File: src/rtl/seg_capture.sv
// -----------------------------------------------------------------------------
// seg_capture
//
// Receive side of a 6-digit multiplexed 7-segment display. Watches the scanned
// segment bus, decodes each digit glyph back to a BCD nibble and publishes
// whole frames atomically.
//
// Scan handshake: there is no ready/valid pair on the input side; a "select
// change" (registered select differs from its previous registered value) is
// the only event. Digits must arrive in order 0,1,..,5 (wrapping 5->0), each
// select held long enough for SETTLE_CYCLES plus one sample cycle. On the
// output side frame_vld is a one-cycle strobe with no back-pressure:
// dout/dout_mask/point_n_out change only in the cycle frame_vld is high.
//
// Ports:
//   clk          system clock
//   rst_n        asynchronous active-low reset
//   seg_data     [7] dp (active-low), [6:0] segments g..a (active-low)
//   seg_sel_n    active-low one-hot digit select, bit0 = rightmost digit
//   dout         captured digits, digit k at dout[4k+3:4k]
//   dout_mask    1 = digit k showed a valid numeral
//   point_n_out  captured dp per digit, active-low
//   frame_vld    one-cycle pulse when the three outputs above update
//   glyph_err    one-cycle pulse on a non-blank, non-numeral pattern
//   seq_err      one-cycle pulse when the scan order is broken
//   stall        level, select frozen for TIMEOUT cycles
//   dbg_state    current FSM state (0 HUNT,1 SETTLE,2 SAMPLE,3 WAIT,4 FRAME)
// -----------------------------------------------------------------------------
module seg_capture #(
    parameter int SETTLE_CYCLES = 4,
    parameter int TIMEOUT       = 60_000
) (
    input  logic        clk,
    input  logic        rst_n,
    input  logic [7:0]  seg_data,
    input  logic [5:0]  seg_sel_n,
    output logic [23:0] dout,
    output logic [5:0]  dout_mask,
    output logic [5:0]  point_n_out,
    output logic        frame_vld,
    output logic        glyph_err,
    output logic        seq_err,
    output logic        stall,
    output logic [2:0]  dbg_state
);

    localparam int SW = $clog2(SETTLE_CYCLES + 1);
    localparam int IW = $clog2(TIMEOUT + 1);

    typedef enum logic [2:0] {
        S_HUNT   = 3'd0,
        S_SETTLE = 3'd1,
        S_SAMPLE = 3'd2,
        S_WAIT   = 3'd3,
        S_FRAME  = 3'd4
    } state_t;

    state_t          r_state;
    state_t          w_state_next;

    logic [7:0]      r_seg;
    logic [5:0]      r_sel;
    logic [5:0]      r_sel_prev;
    logic [SW-1:0]   r_settle_cnt;
    logic [IW-1:0]   r_idle_cnt;
    logic            r_stall;
    logic [2:0]      r_pos;
    logic [23:0]     r_sh_dig;
    logic [5:0]      r_sh_mask;
    logic [5:0]      r_sh_pt;
    logic [23:0]     r_dout;
    logic [5:0]      r_mask;
    logic [5:0]      r_pt;
    logic            r_frame_vld;
    logic            r_glyph_err;
    logic            r_seq_err;

    logic            w_sel_chg;
    logic [5:0]      w_sel_act;
    logic            w_sel_legal;
    logic [2:0]      w_sel_pos;
    logic [2:0]      w_pos_exp;
    logic            w_next_ok;
    logic            w_settle_done;
    logic            w_timeout_hit;
    logic [3:0]      w_dec_nib;
    logic            w_dec_valid;
    logic            w_dec_bad;

    logic            w_enter_settle;
    logic            w_seq_set;
    logic            w_sample;
    logic            w_commit;
    logic            w_settle_run;

    // ---------------------------------------------------------------- input regs
    always_ff @(posedge clk or negedge rst_n) begin
        if (!rst_n) begin
            r_seg      <= 8'hFF;
            r_sel      <= 6'h3F;
            r_sel_prev <= 6'h3F;
        end else begin
            r_seg      <= seg_data;
            r_sel      <= seg_sel_n;
            r_sel_prev <= r_sel;
        end
    end

    // ---------------------------------------------------------------- select decode
    assign w_sel_chg   = (r_sel != r_sel_prev);
    assign w_sel_act   = ~r_sel;
    // Exactly one active bit: non-zero and clearing the lowest set bit leaves zero.
    assign w_sel_legal = (w_sel_act != 6'd0) &&
                         ((w_sel_act & (w_sel_act - 6'd1)) == 6'd0);

    always_comb begin
        w_sel_pos = 3'd0;
        for (int i = 0; i < 6; i++) begin
            if (w_sel_act[i]) begin
                w_sel_pos = 3'(i);
            end
        end
    end

    // After digit 5 (including right after FRAME) the next expected digit is 0.
    assign w_pos_exp     = (r_pos == 3'd5) ? 3'd0 : r_pos + 3'd1;
    assign w_next_ok     = w_sel_legal && (w_sel_pos == w_pos_exp);
    assign w_settle_done = (r_settle_cnt == SW'(SETTLE_CYCLES - 1));
    assign w_timeout_hit = !w_sel_chg && (r_idle_cnt == IW'(TIMEOUT - 1));

    // ---------------------------------------------------------------- glyph decode
    always_comb begin
        w_dec_nib   = 4'hF;
        w_dec_valid = 1'b1;
        w_dec_bad   = 1'b0;
        case (r_seg[6:0])
            7'h40:   w_dec_nib = 4'd0;
            7'h79:   w_dec_nib = 4'd1;
            7'h24:   w_dec_nib = 4'd2;
            7'h30:   w_dec_nib = 4'd3;
            7'h19:   w_dec_nib = 4'd4;
            7'h12:   w_dec_nib = 4'd5;
            7'h02:   w_dec_nib = 4'd6;
            7'h78:   w_dec_nib = 4'd7;
            7'h00:   w_dec_nib = 4'd8;
            7'h10:   w_dec_nib = 4'd9;
            7'h7F:   w_dec_valid = 1'b0;
            default: begin
                w_dec_valid = 1'b0;
                w_dec_bad   = 1'b1;
            end
        endcase
    end

    // ---------------------------------------------------------------- FSM: state register
    always_ff @(posedge clk or negedge rst_n) begin
        if (!rst_n) begin
            r_state <= S_HUNT;
        end else begin
            r_state <= w_state_next;
        end
    end

    // ---------------------------------------------------------------- FSM: next state
    always_comb begin
        w_state_next = r_state;
        case (r_state)
            S_HUNT: begin
                if (w_sel_chg && w_sel_legal && (w_sel_pos == 3'd0)) begin
                    w_state_next = S_SETTLE;
                end
            end
            S_SETTLE: begin
                if (w_sel_chg) begin
                    w_state_next = S_HUNT;
                end else if (w_settle_done) begin
                    w_state_next = S_SAMPLE;
                end
            end
            S_SAMPLE: begin
                w_state_next = (r_pos == 3'd5) ? S_FRAME : S_WAIT;
            end
            S_WAIT: begin
                if (w_sel_chg) begin
                    w_state_next = w_next_ok ? S_SETTLE : S_HUNT;
                end
            end
            S_FRAME: begin
                w_state_next = S_WAIT;
            end
            default: begin
                w_state_next = S_HUNT;
            end
        endcase
        // A frozen select abandons whatever frame was in progress.
        if (w_timeout_hit) begin
            w_state_next = S_HUNT;
        end
    end

    // ---------------------------------------------------------------- FSM: outputs
    always_comb begin
        w_enter_settle = 1'b0;
        w_seq_set      = 1'b0;
        w_sample       = 1'b0;
        w_commit       = 1'b0;
        w_settle_run   = 1'b0;
        case (r_state)
            S_HUNT: begin
                w_enter_settle = w_sel_chg && w_sel_legal && (w_sel_pos == 3'd0);
            end
            S_SETTLE: begin
                w_settle_run = 1'b1;
                w_seq_set    = w_sel_chg;
            end
            S_SAMPLE: begin
                w_sample = 1'b1;
            end
            S_WAIT: begin
                w_enter_settle = w_sel_chg && w_next_ok;
                w_seq_set      = w_sel_chg && !w_next_ok;
            end
            S_FRAME: begin
                w_commit = 1'b1;
            end
            default: begin
            end
        endcase
    end

    // ---------------------------------------------------------------- counters
    always_ff @(posedge clk or negedge rst_n) begin
        if (!rst_n) begin
            r_settle_cnt <= '0;
            r_idle_cnt   <= '0;
            r_stall      <= 1'b0;
            r_pos        <= 3'd0;
        end else begin
            if (w_settle_run && !w_settle_done && !w_sel_chg) begin
                r_settle_cnt <= r_settle_cnt + SW'(1);
            end else begin
                r_settle_cnt <= '0;
            end

            if (w_sel_chg) begin
                r_idle_cnt <= '0;
            end else if (r_idle_cnt != IW'(TIMEOUT)) begin
                r_idle_cnt <= r_idle_cnt + IW'(1);
            end

            if (w_sel_chg) begin
                r_stall <= 1'b0;
            end else if (w_timeout_hit) begin
                r_stall <= 1'b1;
            end

            // Digit slot is latched on entry to SETTLE so SAMPLE is immune to
            // a select that moves in the sample cycle itself.
            if (w_enter_settle) begin
                r_pos <= w_sel_pos;
            end
        end
    end

    // ---------------------------------------------------------------- shadow + outputs
    always_ff @(posedge clk or negedge rst_n) begin
        if (!rst_n) begin
            r_sh_dig    <= '0;
            r_sh_mask   <= '0;
            r_sh_pt     <= 6'h3F;
            r_dout      <= '0;
            r_mask      <= '0;
            r_pt        <= 6'h3F;
            r_frame_vld <= 1'b0;
            r_glyph_err <= 1'b0;
            r_seq_err   <= 1'b0;
        end else begin
            for (int i = 0; i < 6; i++) begin
                if (w_sample && (r_pos == 3'(i))) begin
                    r_sh_dig[4*i +: 4] <= w_dec_nib;
                    r_sh_mask[i]       <= w_dec_valid;
                    r_sh_pt[i]         <= r_seg[7];
                end
            end
            if (w_commit) begin
                r_dout <= r_sh_dig;
                r_mask <= r_sh_mask;
                r_pt   <= r_sh_pt;
            end
            r_frame_vld <= w_commit;
            r_glyph_err <= w_sample && w_dec_bad;
            r_seq_err   <= w_seq_set;
        end
    end

    assign dout        = r_dout;
    assign dout_mask   = r_mask;
    assign point_n_out = r_pt;
    assign frame_vld   = r_frame_vld;
    assign glyph_err   = r_glyph_err;
    assign seq_err     = r_seq_err;
    // Cleared combinationally in the very cycle the first new select is seen.
    assign stall       = r_stall && !w_sel_chg;
    assign dbg_state   = r_state;

endmodule

File: config.mk
export PLATFORM = sky130hd
export DESIGN_NAME = seg_capture
export DESIGN_NICKNAME = d
export VERILOG_FILES = /design/src/rtl/seg_capture.sv
export SDC_FILE = /design/constraint.sdc
export NUM_CORES = 1
export LEC_CHECK = 0
export CAP_MARGIN = 20
export CORE_ASPECT_RATIO = 0.7
export CORE_MARGIN = 1.5
export CORE_UTILIZATION = 50
export CTS_CLUSTER_SIZE = 8
export DETAILED_ROUTE_END_ITERATION = 6
export HOLD_SLACK_MARGIN = 0.06
export PLACE_DENSITY = 0.78
export RECOVER_POWER = 100
export SLEW_MARGIN = 20
export SYNTH_ARGS = -nofsm -noshare
export SYNTH_HDL_FRONTEND = slang
export SYNTH_SLANG_ARGS = --single-unit
File: constraint.sdc
create_clock -name clk -period 2.3 [get_ports clk]
set_input_delay 0.46 -clock clk [delete_from_list [all_inputs] [get_ports clk]]
set_output_delay 0.46 -clock clk [all_outputs]
set_load 0.005 [all_outputs]
==> impl_metrics.ini, run 1 <==
[power]
p_per_area_nw_per_um2 = 808.7
finalPower_w = 0.005468
total_leakage_power_nw = 3.008
irDropWorstVdd_mv = 0.5716

[yosys]
synthXorXnorAreaFrac_pct = 3.881
yosysSeqAreaShare_pct = 59.11
synth-warning-count = 0
yosysTopAreaCell = dfrtp_1
synth_compound_area_share_pct = 7.160
netlist.area_leader.share_pct = 42.91
netlist_instances = 431
ys_top_cells_by_area = dfrtp_1 43%, dfstp_2 16%, mux2_2 6.5%, mux2_1 4.1%, nor2_1 2.7%
synth_fa_ha_area_share_pct = 1.205
yosys.cell_types.count = 56
avgSynthCellArea_um2 = 12.04
async_flop_share_pct = 100.0
synth_flop_cell = dfrtp_1
synth_top_family_by_area = simple AND/OR/NAND/NOR gates
syn-cell-area_um2 = 5190
synth.ff_latch_count = 121
synthSimpleGateAreaFrac_pct = 14.92
synth_fp_nets = 452
synth_edf_count = 0
synthMuxAreaShare_pct = 11.40

[worst_setup_path]
cpMaxStageDelayCell = dfstp_2
crit_top_cell = or4_4
crit_type = flip-flop to flip-flop
crit_end = r_pos[0]
r2r_end = r_pos[0]
r2r_slack_ns = 0.03
critPathLaunchType = flip-flop
r2r-start = r_sel[2]
r2r_cells = 6
startpoint = r_sel[2]
worstPathRequired_ns = 2.59
endpoint_kind = flip-flop
cp_data_arrival_time_ns = 2.55
cp_slowest_stage_delay_ns = 0.57
worstPathCellList = nand2_2 -> or4_4 -> or4_4 -> a21oi_2 -> a41oi_2 -> mux2_4
crit_fanout = 5

[global_routing]
grt-ovfl-total = 0
antenna_found_initial = 0
grt_max_degree = 48
grt_pass1_wl_um = 18000
first_global_vias = 3645
grt_usage_pct = 21.00

[cts]
cts_tree = done
clkSlewWorstSetupHoldPaths_ns = 0.05
clockRootBuffer = clkbuf_16
htreeDepth = 4
numClockSinks = 121
worstSkewPairLatency_ns = 0.41
max-clock-path-buffers = 2
cts_made_buffers = 17

[route]
vias = 3569
drtAntennaViolNets = 0
drt_pass1_iterations = 5
drtIter0Drc = 286
wirelength_um = 10720
drc = 0
wl_per_cell_um = 16.24
viasPerCell = 5.408

[timing]
tightestPinTransition_ns = 0.7444
skew_ns = 0.007127
slew_headroom_pct = 50.37
hold_viol = 0
setup_ws_ns = 0.03427
setup_viol = 0
fin_crit_sh_pct = 98.51
fmax_ghz = 0.4414
period_needed_ns = 2.266
maxSlewViolCount = 0
rsz0062_at_grt = true

[die]
core_um2 = 9872
fp-row-count = 30
io_pins = 59
die_h_um = 88.24
die_w_um = 124.8
dieArea_um2 = 11010
start_util_pct = 52.57

[finish]
final_common_cell = dfrtp_1
mostFrequentLayoutCells = 89 x dfrtp_1, 42 x clkdlybuf4s50_1, 38 x nor2_1
seqCellArea_um2 = 3068
final_nets = 540
antennaDiodeCount = 0
drive_gt1_share_pct = 26.32
multi_input_area_um2 = 2024
area_growth_pct = 30.28
fillers = 694

[status]
status = complete, no violations

[placement]
place_hpwl_um = 7301
io_buffers = 58
gp_congestion = 0.9153
post-place-ws_ns = 0.02326

[flow_run]
drv_cap = 0

[worst_hold_path]
min_path_type = flip-flop to flip-flop
whs_path_depth = 0
==> synthesized netlist by cell type (10+ instances only) <==
| cell | instances |
|---|---|
| a21oi_1 | 17 |
| clkbuf_1 | 13 |
| dfrtp_1 | 89 |
| dfstp_2 | 32 |
| inv_1 | 10 |
| mux2_1 | 19 |
| mux2_2 | 30 |
| nand2_1 | 32 |
| nand3_1 | 16 |
| nor2_1 | 38 |
| o21ai_1 | 19 |
| xor2_1 | 16 |
==> worst min-delay path by stage <==
| stage | endpoint | slack (ns) | from |
|---|---|---|---|
| 2_1_floorplan | dbg_state[0] | 0.16 | rst_n |
| 3_3_place_gp | r_sel_prev[0] | 0.38 | r_sel[0] |
| 3_5_place_dp | r_sel_prev[0] | 0.38 | r_sel[0] |
| 4_1_cts | r_sel_prev[0] | 0.39 | r_sel[0] |
| 5_1_grt | r_sel_prev[0] | 0.42 | r_sel[0] |
| 6_report | r_sel_prev[0] | 0.41 | r_sel[0] |
==> worst max-delay path, delay by kind of cell (launching register included) <==
family | cells | cell delay, ns
DFF | 1 | 0.57
AOI/OAI and AO/OA | 2 | 0.20
and+or+nand+nor | 3 | 1.05
muxes | 1 | 0.33
==> kinds of logic after synthesis <==
| logic type | Yosys count |
|---|---|
| adders and majority gates | 5 |
| muxes | 52 |
| buffers and inverters | 30 |
| DFF | 121 |
| and+or+nand+nor | 144 |
| xor gates and xnor gates | 23 |
| AOI/OAI and AO/OA | 56 |
==> through the flow <==
stage / util (%) / area [um2] / instances / hold WS (ns) / setup TNS [ns]
3_3_place_gp: 60.85 / 6007 / 615 / 0.3825 / 0
2_1_floorplan: - / 5190 / 431 / 0.1644 / 0
3_5_place_dp: 60.85 / 6007 / 615 / 0.3843 / 0
5_1_grt: 68.49 / 6761 / 660 / 0.4208 / -0.02406
6_report: 68.49 / 6761 / 660 / 0.4140 / 0
4_1_cts: 67.49 / 6663 / 649 / 0.3920 / 0
==> area by class of cell <==
type / instances / share of cell area [%]
Tap cell: 128 / 2.369
Sequential cell: 121 / 45.37
Clock buffer: 20 / 6.902
Clock inverter: 12 / 2.535
Inverter: 11 / 0.6107
Timing Repair Buffer: 88 / 12.27
Multi-Input combinational cell: 280 / 29.94
==> power by group <==
part,internal (W),switching [W]
logic,0.000195,0.000218
clock network,0.00189,0.000916
registers,0.00220,0.0000506
total,0.00428,0.00119
==> state kept, by name, summed over array words and instances (netlist names) <==
name          cells
r_settle_cnt      3
r_sel             6
dout             24
r_idle_cnt       16
frame_vld         1
r_seg             8
seq_err           1
dout_mask         6
dbg_state         3
point_n_out       6
glyph_err         1
r_sel_prev        6
r_sh_mask         6
r_sh_dig         24
r_stall           1
r_sh_pt           6
r_pos             3
==> per-layer routing <==
metal / share of wire (%) / up-vias / wire length (um) / GRT usage (%)
met5: 0 / - / 0 / 0
met4: 0.72 / 0 / 77 / 7.210
met3: 4.9 / 6 / 520 / 6.348
met2: 47 / 87 / 5040 / 32.82
met1: 47 / 1783 / 5081 / 28.49
li1: - / 1693 / - / -
==> what timing repair did <==
item | in CTS | in global routing
buffers inserted | 1 | 11
hold buffers | 1 | 0
gates cloned | 0 | 0
pin swaps | 3 | 9
resized for setup | 2 | 4
endpoints found under the setup margin | 3 | 9
hold endpoints to repair | 26 | 0
Power figures use the tool's default switching activity.
==> inputs of run 2 (changes only) <==
--- a/config.mk
+++ b/config.mk
@@ -11,6 +11,7 @@
 export CORE_UTILIZATION = 50
 export CTS_CLUSTER_SIZE = 8
 export DETAILED_ROUTE_END_ITERATION = 6
+export GPL_TIMING_DRIVEN = 1
 export HOLD_SLACK_MARGIN = 0.06
 export PLACE_DENSITY = 0.78
 export RECOVER_POWER = 100
==> constraint.sdc (replaced) <==
create_clock -name clk -period 1.8 [get_ports clk]
set_input_delay 0.36 -clock clk [delete_from_list [all_inputs] [get_ports clk]]
set_output_delay 0.36 -clock clk [all_outputs]
set_load 0.005 [all_outputs]
==> impl_metrics.ini, run 2 (synthesized netlist as in run 1, its figures left out) <==
[die]
start_util_pct = 52.57
io_pins = 59
fp-row-count = 30
die_w_um = 124.8
core_um2 = 9872
die_h_um = 88.24
dieArea_um2 = 11010

[timing]
setup_ws_ns = -0.3915
fin_crit_sh_pct = 121.8
slew_headroom_pct = 46.92
fmax_ghz = 0.4563
skew_ns = 0.01065
hold_viol = 0
whs_ns = 0.4233
maxSlewViolCount = 0
setup_viol = 35
tightestPinTransition_ns = 0.7962
rsz0062_at_grt = true
period_needed_ns = 2.192

[worst_setup_path]
cpMaxStageDelayCell = dfstp_2
crit_type = flip-flop to flip-flop
crit_top_cell = or4_4
cp_data_arrival_time_ns = 2.49
worstPathCellList = buf_6 -> nand2_4 -> or4_4 -> or4_4 -> a21oi_2 -> a41oi_2 -> mux2_4
worstPathRequired_ns = 2.10
critPathLaunchType = flip-flop
cp_slowest_stage_delay_ns = 0.54
crit_fanout = 3
endpoint_kind = flip-flop

[worst_hold_path]
min_path_type = flip-flop to flip-flop

[power]
p_per_area_nw_per_um2 = 929.7
total_leakage_power_nw = 3.439
irDropWorstVdd_mv = 0.7480

[cts]
numClockSinks = 121
worstSkewPairLatency_ns = 0.42
clkSlewWorstSetupHoldPaths_ns = 0.06
cts_made_buffers = 17
htreeDepth = 4
cts_tree = done
max-clock-path-buffers = 2
clockRootBuffer = clkbuf_16

[global_routing]
antenna_found_initial = 0
grt_usage_pct = 24.41
grt_max_degree = 42
grt_pass1_wl_um = 20530
grt-ovfl-total = 0
first_global_vias = 4133

[finish]
final_common_cell = dfrtp_1
antennaDiodeCount = 0
area_growth_pct = 46.09
final_nets = 602
drive_gt1_share_pct = 45.45
post-route-util_pct = 76.81
fillers = 542
mostFrequentLayoutCells = 87 x dfrtp_1, 71 x buf_4, 36 x clkdlybuf4s50_1
design_area_um2 = 7582

[placement]
io_buffers = 58
gp_congestion = 0.8044
dpl-instance-area_um2 = 6432
place_hpwl_um = 7888

[status]
violations = setup timing
status = finished, violations left

[route]
drtAntennaViolNets = 0
viasPerCell = 5.533
vias = 3995
drt_pass1_iterations = 5
wirelength_um = 13140
drtIter0Drc = 271
drc = 0
wl_per_cell_um = 18.19

[flow_run]
drv_cap = 0
-- run 2: repair_timing --
action,4_1_cts,5_1_grt
hold buffers,1,0
pin swaps,19,23
buffers inserted,18,15
setup endpoints to repair,57,56
gates resized for setup,56,48
endpoints found under the hold margin,15,0
-- run 2: layer usage --
metal / vias to the layer above / global-route usage, % / part of all wire [%]
met2: 138 / 41.81 / 49
met3: 38 / 5.260 / 4.5
met5: - / 0 / 0
met1: 1998 / 30.57 / 43
met4: 0 / 10.97 / 2.7
li1: 1821 / - / -
-- run 2: critical path: cells and delay by family, from the launching register on --
family	cells	cell delay, ns
AOI/OAI and AO/OA	2	0.20
buffers and inverters	1	0.10
DFF	1	0.54
muxes	1	0.34
and+or+nand+nor	3	0.90
-- run 2: per-stage QoR --
step,std cells,setup slack (ns),power (W),TNS [ns]
3_3_place_gp,663,-0.3122,0.003529,-6.048
4_1_cts,710,-0.3782,0.007001,-4.127
5_1_grt,722,-0.4158,0.007284,-7.311
3_5_place_dp,663,-0.3481,0.003559,-8.673
2_1_floorplan,431,-0.3724,0.003203,-1.330
6_report,722,-0.3915,0.007049,-5.118
-- run 2: report_power, final --
| part | internal [W] | leakage, nW | switching (W) | total (W) |
|---|---|---|---|---|
| clock | 0.00206 | 0.281 | 0.00132 | 0.00337 |
| combinational | 0.000411 | 1.59 | 0.000407 | 0.000818 |
| sequential | 0.00280 | 1.57 | 0.0000522 | 0.00286 |
-- run 2: layout make-up --
class                   instances  area (um2)  area share (%)
clock inverters                15       162.7           2.145
repair buffers                150        1361           17.95
flip-flops and latches        121        3070           40.49
inverters                      11       41.29          0.5446
multi-input cells             280        2361           31.14
well taps                     128       160.2           2.112
clock buffers                  17       425.4           5.611
-- run 2: path summary, 6_finish.rpt --
check                              start             to  slack [ns]  depth (start not counted)
max in group asynchronous          rst_n       r_seg[7]        0.48                          3
worst min-delay path            r_sel[0]  r_sel_prev[0]        0.42                          0
worst max register to register  r_sel[5]       r_pos[2]       -0.39                          7
worst max-delay path            r_sel[5]       r_pos[2]       -0.39                          7
min in group asynchronous          rst_n   r_sh_dig[21]        0.57                          2
worst min register to register  r_sel[0]  r_sel_prev[0]        0.42                          0
